## config.mk

```make
export PLATFORM = sky130hd
export DESIGN_NAME = voice_buf_sched
export DESIGN_NICKNAME = d
export VERILOG_FILES = /design/src/rtl/voice_pkg.sv /design/src/rtl/voice_pb_fifo.sv /design/src/rtl/voice_buf_sched.sv
export SDC_FILE = /design/constraint.sdc
export NUM_CORES = 2
export LEC_CHECK = 0
export ABC_AREA = 0
export CELL_PAD_IN_SITES_DETAIL_PLACEMENT = 1
export CELL_PAD_IN_SITES_GLOBAL_PLACEMENT = 2
export CORE_ASPECT_RATIO = 0.8
export CORE_MARGIN = 2
export CORE_UTILIZATION = 51
export DETAILED_ROUTE_END_ITERATION = 7
export PLACE_DENSITY_LB_ADDON = 0.08
export SYNTH_ARGS = -nofsm -noshare
export SYNTH_HDL_FRONTEND = slang
export SYNTH_HIERARCHICAL = 1
export SYNTH_SLANG_ARGS = --single-unit
```

## constraint.sdc

```tcl
create_clock -name i_clk -period 4.1 [get_ports i_clk]
set_clock_uncertainty 0.15 [all_clocks]
set_input_delay 0.615 -clock i_clk [delete_from_list [all_inputs] [get_ports i_clk]]
set_output_delay 0.615 -clock i_clk [all_outputs]
set_load 0.005 [all_outputs]
```

## src/rtl/voice_pkg.sv

```systemverilog
// Shared definitions for the voice playback scheduler and its playback FIFO.
package voice_pkg;

    // Words per sdramfifo burst; a read wave is WAVE_SIZE bursts.
    localparam int SDRAM_BURST_SIZE = 8;

    // Sample width shared with sdramfifo.
    localparam int DATA_WIDTH = 16;

    // Cycles the read strobe stays low after a wave so trailing words can land.
    localparam int GAP_CYCLES = 4;

    // Scheduler states, one-hot.
    typedef enum logic [2:0] {
        ST_IDLE = 3'b001,
        ST_READ = 3'b010,
        ST_GAP  = 3'b100
    } state_t;

endpackage

```

## src/rtl/voice_pb_fifo.sv

```systemverilog
// Single-clock playback FIFO with occupancy output and registered read data.
// A read on an empty FIFO returns silence (zero) without a valid pulse.
module voice_pb_fifo
    import voice_pkg::*;
#(
    parameter int DATA_WIDTH = 16,
    parameter int ADDR_WIDTH = 8
) (
    input  logic                  clk,
    input  logic                  rst_n,
    input  logic                  flush,
    input  logic                  wr,
    input  logic [DATA_WIDTH-1:0] wr_data,
    input  logic                  rd,
    output logic [DATA_WIDTH-1:0] rd_data,
    output logic                  rd_valid,
    output logic [ADDR_WIDTH:0]   level,
    output logic                  empty
);

    localparam int DEPTH = 1 << ADDR_WIDTH;
    localparam int LW    = ADDR_WIDTH + 1;

    logic [DATA_WIDTH-1:0] mem [DEPTH];
    logic [ADDR_WIDTH-1:0] wr_ptr;
    logic [ADDR_WIDTH-1:0] rd_ptr;
    logic                  full;
    logic                  do_wr;
    logic                  do_rd;

    assign full  = (level == LW'(DEPTH));
    assign empty = (level == '0);
    // Writes into a full FIFO are discarded; a flush also discards the word.
    assign do_wr = wr & ~full & ~flush;
    assign do_rd = rd & ~empty;

    // Storage array; no reset needed since occupancy gates every read.
    always_ff @(posedge clk) begin
        if (do_wr) begin
            mem[wr_ptr] <= wr_data;
        end
    end

    // Pointers and occupancy; flush empties the FIFO in one cycle.
    always_ff @(posedge clk or negedge rst_n) begin
        if (!rst_n) begin
            wr_ptr <= '0;
            rd_ptr <= '0;
            level  <= '0;
        end else if (flush) begin
            wr_ptr <= '0;
            rd_ptr <= '0;
            level  <= '0;
        end else begin
            if (do_wr) begin
                wr_ptr <= wr_ptr + 1'b1;
            end
            if (do_rd) begin
                rd_ptr <= rd_ptr + 1'b1;
            end
            case ({do_wr, do_rd})
                2'b10:   level <= level + 1'b1;
                2'b01:   level <= level - 1'b1;
                default: level <= level;
            endcase
        end
    end

    // Registered read port: data plus a one-cycle valid pulse, silence on empty.
    always_ff @(posedge clk or negedge rst_n) begin
        if (!rst_n) begin
            rd_data  <= '0;
            rd_valid <= 1'b0;
        end else begin
            rd_valid <= do_rd;
            if (do_rd) begin
                rd_data <= mem[rd_ptr];
            end else if (rd) begin
                rd_data <= '0;
            end
        end
    end

endmodule

```

## src/rtl/voice_buf_sched.sv

```systemverilog
// Voice path scheduler in front of sdramfifo: gates capture writes into the
// sdramfifo cache and schedules whole-wave reads to refill the playback FIFO.
//
// Handshakes: there is no back-pressure on any interface. o_fifo_wr is a
// per-cycle write strobe qualified by !i_fifo_full; o_fifo_rd is a level
// request held for a whole wave; every cycle with i_fifo_rd_ef carries one
// word that is accepted unconditionally; i_pb_req takes one sample per
// cycle and is answered one cycle later by o_pb_valid (or silence on empty).
module voice_buf_sched
    import voice_pkg::*;
#(
    parameter int DATA_WIDTH    = 16,
    parameter int WAVE_SIZE     = 16,
    parameter int PB_ADDR_WIDTH = 8,
    parameter int LOW_WATER     = 64,
    parameter int RD_TIMEOUT    = 255
) (
    input  logic                     i_clk,
    input  logic                     i_rst_n,
    input  logic                     i_enable,
    input  logic                     i_cap_valid,
    input  logic [DATA_WIDTH-1:0]    i_cap_data,
    output logic                     o_cap_drop,
    input  logic                     i_pb_req,
    output logic [DATA_WIDTH-1:0]    o_pb_data,
    output logic                     o_pb_valid,
    output logic                     o_underrun,
    output logic [PB_ADDR_WIDTH:0]   o_pb_level,
    output logic                     o_fifo_wr,
    output logic [DATA_WIDTH-1:0]    o_fifo_wr_data,
    input  logic                     i_fifo_full,
    output logic                     o_fifo_rd,
    input  logic [DATA_WIDTH-1:0]    i_fifo_rd_data,
    input  logic                     i_fifo_rd_ef,
    input  logic                     i_fifo_rd_done,
    output state_t                   o_dbg_state
);

    localparam int WAVE_WORDS = WAVE_SIZE * SDRAM_BURST_SIZE;
    localparam int PB_DEPTH   = 1 << PB_ADDR_WIDTH;
    localparam int LW         = PB_ADDR_WIDTH + 1;
    localparam int TO_W       = $clog2(RD_TIMEOUT + 1);

    state_t           state;
    state_t           state_nx;
    logic [1:0]       gap_cnt;
    logic [TO_W-1:0]  to_cnt;
    logic [LW-1:0]    pb_free;
    logic             pb_empty;
    logic             start_ok;
    logic             flush;

    assign o_dbg_state = state;

    // Capture path: straight through, gated by enable and cache space.
    assign o_fifo_wr      = i_enable & i_cap_valid & ~i_fifo_full;
    assign o_fifo_wr_data = i_cap_data;

    // A wave is only requested when it is guaranteed to fit.
    assign pb_free  = LW'(PB_DEPTH) - o_pb_level;
    assign start_ok = i_enable && (o_pb_level < LW'(LOW_WATER)) && (pb_free >= LW'(WAVE_WORDS));

    // Disabled and idle: drop whatever playback data is left.
    assign flush = (state == ST_IDLE) && !i_enable;

    // Next-state logic for the refill scheduler.
    always_comb begin
        state_nx = state;
        unique case (state)
            ST_IDLE: begin
                if (start_ok) begin
                    state_nx = ST_READ;
                end
            end
            ST_READ: begin
                if (i_fifo_rd_done || (to_cnt == TO_W'(RD_TIMEOUT)) || !i_enable) begin
                    state_nx = ST_GAP;
                end
            end
            ST_GAP: begin
                if (gap_cnt == 2'(GAP_CYCLES - 1)) begin
                    state_nx = ST_IDLE;
                end
            end
            default: state_nx = ST_IDLE;
        endcase
    end

    // State register; the read request is registered from the next state.
    always_ff @(posedge i_clk or negedge i_rst_n) begin
        if (!i_rst_n) begin
            state     <= ST_IDLE;
            o_fifo_rd <= 1'b0;
        end else begin
            state     <= state_nx;
            o_fifo_rd <= (state_nx == ST_READ);
        end
    end

    // Gap length counter; wraps back to zero as the gap ends.
    always_ff @(posedge i_clk or negedge i_rst_n) begin
        if (!i_rst_n) begin
            gap_cnt <= '0;
        end else if (state == ST_GAP) begin
            gap_cnt <= gap_cnt + 1'b1;
        end else begin
            gap_cnt <= '0;
        end
    end

    // Idle-cycle counter while reading; any arriving word restarts it.
    always_ff @(posedge i_clk or negedge i_rst_n) begin
        if (!i_rst_n) begin
            to_cnt <= '0;
        end else if (state != ST_READ || i_fifo_rd_ef) begin
            to_cnt <= '0;
        end else if (to_cnt != TO_W'(RD_TIMEOUT)) begin
            to_cnt <= to_cnt + 1'b1;
        end
    end

    // Drop pulse and sticky underrun flag.
    always_ff @(posedge i_clk or negedge i_rst_n) begin
        if (!i_rst_n) begin
            o_cap_drop <= 1'b0;
            o_underrun <= 1'b0;
        end else begin
            o_cap_drop <= i_enable & i_cap_valid & i_fifo_full;
            if (i_pb_req && pb_empty) begin
                o_underrun <= 1'b1;
            end
        end
    end

    voice_pb_fifo #(
        .DATA_WIDTH (DATA_WIDTH),
        .ADDR_WIDTH (PB_ADDR_WIDTH)
    ) u_pb_fifo (
        .clk      (i_clk),
        .rst_n    (i_rst_n),
        .flush    (flush),
        .wr       (i_fifo_rd_ef),
        .wr_data  (i_fifo_rd_data),
        .rd       (i_pb_req),
        .rd_data  (o_pb_data),
        .rd_valid (o_pb_valid),
        .level    (o_pb_level),
        .empty    (pb_empty)
    );

endmodule

```

# Yosys cells after proc, flatten, opt, wreduce, memory -nomap -nowiden
# Memory sizes are Yosys's and may differ from the RTL's.
# Index checks and enable logic that the tools add are counted.
# W data, S select, Z words.
dict set report totals {
  mem_bits_rw 4096
  mem_count 1
  ff_bits 58
  romBits 0
  latchBits 0
}
# memory words word_bits rd rd_ports_with_merged_regs write_ports line_no
set mem_list {}
lappend mem_list {u_pb_fifo.mem 256 16 1 0 1 voice_pb_fifo.sv:24} ;# logic [DATA_WIDTH-1:0] mem [DEPTH];
dict set report classes {
  n_addsub 7
  n_eq_ne 11
  multipliers 0
  shifts 0
  reduce_logical 14
  div 0
  order_cmp 2
  mux 17
  bitwise_logic 10
}
# op n
set ops {}
lappend ops {{$mux W8} 6}
lappend ops {{$mux W16} 2}
lappend ops {{$add A8 B1 Y8 const B} 3}
lappend ops {{$pmux W9 S2} 1}
lappend ops {{$add A9 B1 Y9 const B} 1}
lappend ops {{$eq A9 B9 Y1 const B} 1}
lappend ops {{$ge A9 B8 Y1 const B} 1}
lappend ops {{$logic_not A9 Y1} 1}
lappend ops {{$lt A9 B7 Y1 const B} 1}
lappend ops {{$mux W3} 3}
lappend ops {{$mux W9} 1}
lappend ops {{$pmux W3 S3} 1}
lappend ops {{$sub A9 B1 Y9 const B} 1}
lappend ops {{$sub A9 B9 Y9 const A} 1}
lappend ops {{$eq A8 B8 Y1 const B} 1}
lappend ops {{$ne A8 B8 Y1 const B} 1}
lappend ops {{$reduce_bool A2 Y1} 4}
lappend ops {{$and A1 B1 Y1} 6}
lappend ops {{$eq A3 B2 Y1 const B} 2}
lappend ops {{$eq A2 B2 Y1 const B} 2}
lappend ops {{$logic_and A1 B1 Y1} 4}
lappend ops {{$not A1 Y1} 4}
lappend ops {{$eq A3 B1 Y1 const B} 1}
lappend ops {{$eq A3 B3 Y1 const B} 1}
lappend ops {{8 further kinds} 11}

# Depth between registers and ports, before layout
dict set report logic_depth {
  word_depth 7
  ltp_mapped 14
  depth_no_buf 12
}

# Modules after synthesis
# Netlist, hierarchy kept.
# module cells_each n_inst area_per_inst_um2
set modules_own_cells {}
lappend modules_own_cells {voice_pb_fifo 7184 1 159335.3}
lappend modules_own_cells {voice_buf_sched 94 1 938.4}

# Least setup slack after synthesis
# No wires, ideal clock.
dict set report synth_timing {
  kind {reg-to-reg}
  start {reg state[0] (netlist: o_dbg_state[0])}
  end {reg u_pb_fifo.level[4]}
  setup_slack_ns 0.727
  arrival_time_ns 3.091
  path_stages_with_launch 13
  period_less_slack_ns 3.373
  required_ns 3.818
  cell_sequence {dfstp_2 > or3b_1 > nor2_1 > clkbuf_1 > a311o_1 > nand2_2 > xnor2_1 > ha_1 > or3_1 > or4_1 > a21oi_1 > xnor2_1 > nor2_1}
}
dict set report synth_via {
  elab_chain_cells 7
}
# item line_no
set synth_lines {}
lappend synth_lines {{start: declaration} voice_buf_sched.sv:44} ;# state_t state;
lappend synth_lines {{start signal: assignment} voice_buf_sched.sv:95} ;# state <= state_nx;
lappend synth_lines {{$eq A3 B1 Y1 (*)} voice_buf_sched.sv:64} ;# assign flush = (state == ST_IDLE) && !i_enable;
lappend synth_lines {{$logic_and A1 B1 Y1 (*)} voice_buf_sched.sv:64}
lappend synth_lines {{net flush} voice_buf_sched.sv:51} ;# logic flush;
lappend synth_lines {{$not A1 Y1} voice_pb_fifo.sv:34} ;# assign do_wr = wr & ~full & ~flush;
lappend synth_lines {{$and A1 B1 Y1} voice_pb_fifo.sv:34}
lappend synth_lines {{$eq A2 B1 Y1 or $eq A2 B2 Y1 (tied branches)} voice_pb_fifo.sv:61} ;# case ({do_wr, do_rd})
lappend synth_lines {{$pmux W9 S2} voice_pb_fifo.sv:61}
lappend synth_lines {{$mux W9} voice_pb_fifo.sv:50} ;# end else if (flush) begin
lappend synth_lines {{end signal: assignment} voice_pb_fifo.sv:62} ;# 2'b10: level <= level + 1'b1;
lappend synth_lines {{end signal: assignment} voice_pb_fifo.sv:63} ;# 2'b01: level <= level - 1'b1;
lappend synth_lines {{end signal: assignment} voice_pb_fifo.sv:64} ;# default: level <= level;
lappend synth_lines {{end: declaration} voice_pb_fifo.sv:17} ;# output logic [ADDR_WIDTH:0] level,
# Mark *: on every way through the listed nets, which the timed path passes. The rest lies on a longest branch.
# A chain may end at the register's enable or synchronous reset.

# Worst setup path in the final report
dict set report layout_timing {
  start {reg u_pb_fifo.rd_ptr[5]}
  end {reg u_pb_fifo.rd_data[11]}
}
dict set report layout_via {
  elab_chain_cells 2
}
# item line_no
set layout_lines {}
lappend layout_lines {{start: declaration} voice_pb_fifo.sv:26} ;# logic [ADDR_WIDTH-1:0] rd_ptr;
lappend layout_lines {{start signal: assignment} voice_pb_fifo.sv:59} ;# rd_ptr <= rd_ptr + 1'b1;
lappend layout_lines {{$mem_v2 Z256 W16} -}
lappend layout_lines {{$mux W16} voice_pb_fifo.sv:76} ;# if (do_rd) begin
lappend layout_lines {{end signal: assignment} voice_pb_fifo.sv:77} ;# rd_data <= mem[rd_ptr];
lappend layout_lines {{end: declaration} voice_pb_fifo.sv:15} ;# output logic [DATA_WIDTH-1:0] rd_data,
# Every way passes these cells.

==> flow_summary.yaml <==
logic_synthesis:
  synth-main-ff-cell: "edfxtp_1"
  synth.net_count: 7328
  ys_types: 94
  synth_cells: 7278
  synth_seq_cells: 4154
  syn_avg_cell_area_sq_um: 22.02
  synth-async-reset-ratio_pct: 1.396
  synth-warning-count: 6
  netlist_area_sq_um: 160300
  yosysSeqAreaShare_pct: 77.65
  synth-edff-count: 4096
placement:
  pre_cts_ws_ps: -135.4
  portBuffers: 56
  place_congestion: 0.8772
  dp_hpwl_um: 315400
  place_area_sq_um: 172300
  dp_cells: 11850
worst_setup_path:
  cp_top_family: "compound AO/OA/AOI/OAI gates"
  critPathMaxStageDelay_ps: 960
  crit_type: "reg2reg"
  critPathBufInv: 2
  critPathLaunchType: "flop"
  critPathMaxFanout: 21
  cpMaxStageDelayCell: "dfrtp_2"
  arrival_ps: 4730
  cp.required_ps: 4800
  crit_path_cell_trace: "and3b_2 > buf_4 > a22o_1 > a311oi_1 > a31oi_1 > o31ai_1 > buf_4 > o22ai_1"
  endpoint_kind: "flop"
  crit_path_frequent_cell: "buf_4"
clock_network:
  clk_pin_slew_ps: 60
  cts_tree: "done"
  clock-sinks: 4154
  cts_max_level: 5
  cts_setup_buffers: 0
  cts_buffers: 406
  root_buffer: "clkbuf_16"
  insertion_delay_ps: 950
  clockBufferDepth: 4
global_route:
  antenna_found_initial: 37
  track_usage_pct: 31.37
  grt_max_degree: 119
  overflow: 0
  grt_pass1_vias: 83470
  grt_pass1_wl_um: 691500
sta:
  tightest_slew_ps: 1303
  final-setup-viol-count: 0
  finalMaxSlewViolations: 0
  slew_headroom_pct: 12.82
  fin_ws_ps: 70.66
  hold_slack_ps: 5.100
  rsz0062_at_grt: "false"
  timing.final.crit_period_ps: 4029
  max_freq_mhz: 248.2
  period_share_pct: 98.28
  hold_viol: 0
power:
  power_mw: 109.8
  p_leak_nw: 57.73
  p_per_area_nw_per_um2: 592.2
  ir_drop_uv: 479.9
detailed_routing:
  via_per_inst: 6.614
  drt-initial-drc-count: 11640
  drc_errors: 0
  wl_um: 498400
  drt_pass1_iterations: 5
  ant_nets: 0
  vias: 83420
  wl_per_cell_um: 39.51
worst_hold_path:
  min_path_type: "in2reg"
floorplanning:
  io_pins: 89
  start_util_pct: 51.15
  dieArea_sq_um: 318800
  core_sq_um: 313300
  die_h_um: 505.4
  dieWidth_um: 630.8
  rows: 184
finish:
  drive_gt1_share_pct: 29.84
  multi_input_area_sq_um: 33980
  regArea_sq_um: 124500
  stdcell_count: 12610
  fillers: 25700
  final_area_sq_um: 185400
  syn2layout_area_growth_pct: 15.66
  nets: 8128
flow_run:
  maxCapViolCount: 0
outcome:
  status: "finished, final reports clean"
## path summary, 6_finish.rpt
check,startpoint,endpoint,slack (ps),cells past startpoint
setup / recovery,u_pb_fifo/rd_ptr[5]$_DFFE_PN0P_,u_pb_fifo/rd_data[11]$_DFFE_PN0P_,70,8
hold / removal,i_fifo_rd_data[2],u_pb_fifo/mem[227][2]$_DFFE_PP_,5,1
setup reg to reg,u_pb_fifo/rd_ptr[5]$_DFFE_PN0P_,u_pb_fifo/rd_data[11]$_DFFE_PN0P_,70,8
hold reg to reg,gap_cnt[0]$_DFF_PN0_,gap_cnt[0]$_DFF_PN0_,290,1
max in group asynchronous,i_rst_n,o_dbg_state[0]$_DFF_PN1_,2760,3
min in group asynchronous,i_rst_n,gap_cnt[1]$_DFF_PN0_,150,2
## cell type report
class,instances,share of cell area [%]
Tap cell,4185,2.825
Inverter,15,0.03172
Clock buffer,510,5.830
Clock inverter,229,1.154
Multi-Input combinational cell,2666,18.33
Timing Repair Buffer,835,4.657
Sequential cell,4154,67.14
Antenna cell,19,0.02565
## state kept, by name, indices dropped and copies added (netlist names)
| name | flops |
|---|---|
| gap_cnt | 2 |
| o_cap_drop | 1 |
| o_dbg_state | 3 |
| o_fifo_rd | 1 |
| o_underrun | 1 |
| to_cnt | 8 |
| u_pb_fifo/level | 9 |
| u_pb_fifo/mem | 4096 |
| u_pb_fifo/rd_data | 16 |
| u_pb_fifo/rd_ptr | 8 |
| u_pb_fifo/rd_valid | 1 |
| u_pb_fifo/wr_ptr | 8 |
## per-layer routing
metal	routed length [um]	GRT usage [%]	share of wire, %	up-vias
met5	133	0	0.027	-
met4	16440	9.329	3.3	20
met3	50880	7.154	10	754
met2	226300	46.76	45	4481
met1	204600	46.79	41	45710
li1	-	-	-	32460
## cell families after synthesis
| family | synth area share [%] |
|---|---|
| AOI/OAI and AO/OA | 2.923 |
| adders and majority gates | 0.07807 |
| DFF | 77.65 |
| and+or+nand+nor | 1.963 |
| xor gates and xnor gates | 0.09836 |
| buffers and inverters | 1.427 |
| muxes | 15.86 |
## Yosys cell counts (29+ instances only)
cell	number	area [sq um]
a22oi_1	117	878.3
o22ai_1	86	538.0
nand2_1	111	416.7
a211oi_1	45	337.8
nor2_1	354	1329
edfxtp_1	4096	123000
a221oi_1	49	429.2
o21ai_0	60	300.3
buf_2	121	605.6
nor2b_1	29	181.4
clkbuf_1	209	784.5
dfrtp_1	57	1426
a22o_1	53	464.2
nand3_1	46	230.2
a21oi_1	59	295.3
mux2i_1	328	3283
buf_4	75	563.0
mux4_2	976	21980
## layout by cell type, fill, tap and decap left out, types with 24 or more instances in the layout
master / instances
edfxtp_1: 4096
mux4_2: 976
buf_4: 602
clkbuf_16: 412
mux2i_1: 327
nor2_1: 262
buf_12: 170
a22oi_1: 117
nand2_1: 93
nor2_2: 89
o22ai_1: 86
clkbuf_1: 85
clkinv_1: 85
clkinv_2: 77
a21oi_1: 59
o21ai_0: 58
a22o_1: 52
dfrtp_1: 51
a221oi_1: 49
nand3_1: 43
a211oi_1: 43
clkdlybuf4s50_1: 39
bufinv_16: 38
nand2b_1: 27
nor3_1: 25
nor2b_1: 24
## stage by stage
step	utilization, %	setup TNS (ps)
finish	59.16	0
global route	59.15	0
CTS	59.15	0
detailed placement	54.98	-243.4
global placement	54.98	-274.9
floorplan	-	0
## where the power goes
part	leakage (nW)	internal, mW	switching (mW)
logic	13.8	11.2	14.2
registers	37.6	46.9	0.468
clock network	6.34	21.0	16.0
total	57.7	79.1	30.7
## timing repair
item | CTS | global route
resized for setup | 4 | 2
pin swaps | 0 | 0
endpoints found under the setup margin | 4 | 2
endpoints found under the hold margin | 122 | 0
hold buffers | 8 | 0
Power figures use the tool's default switching activity.
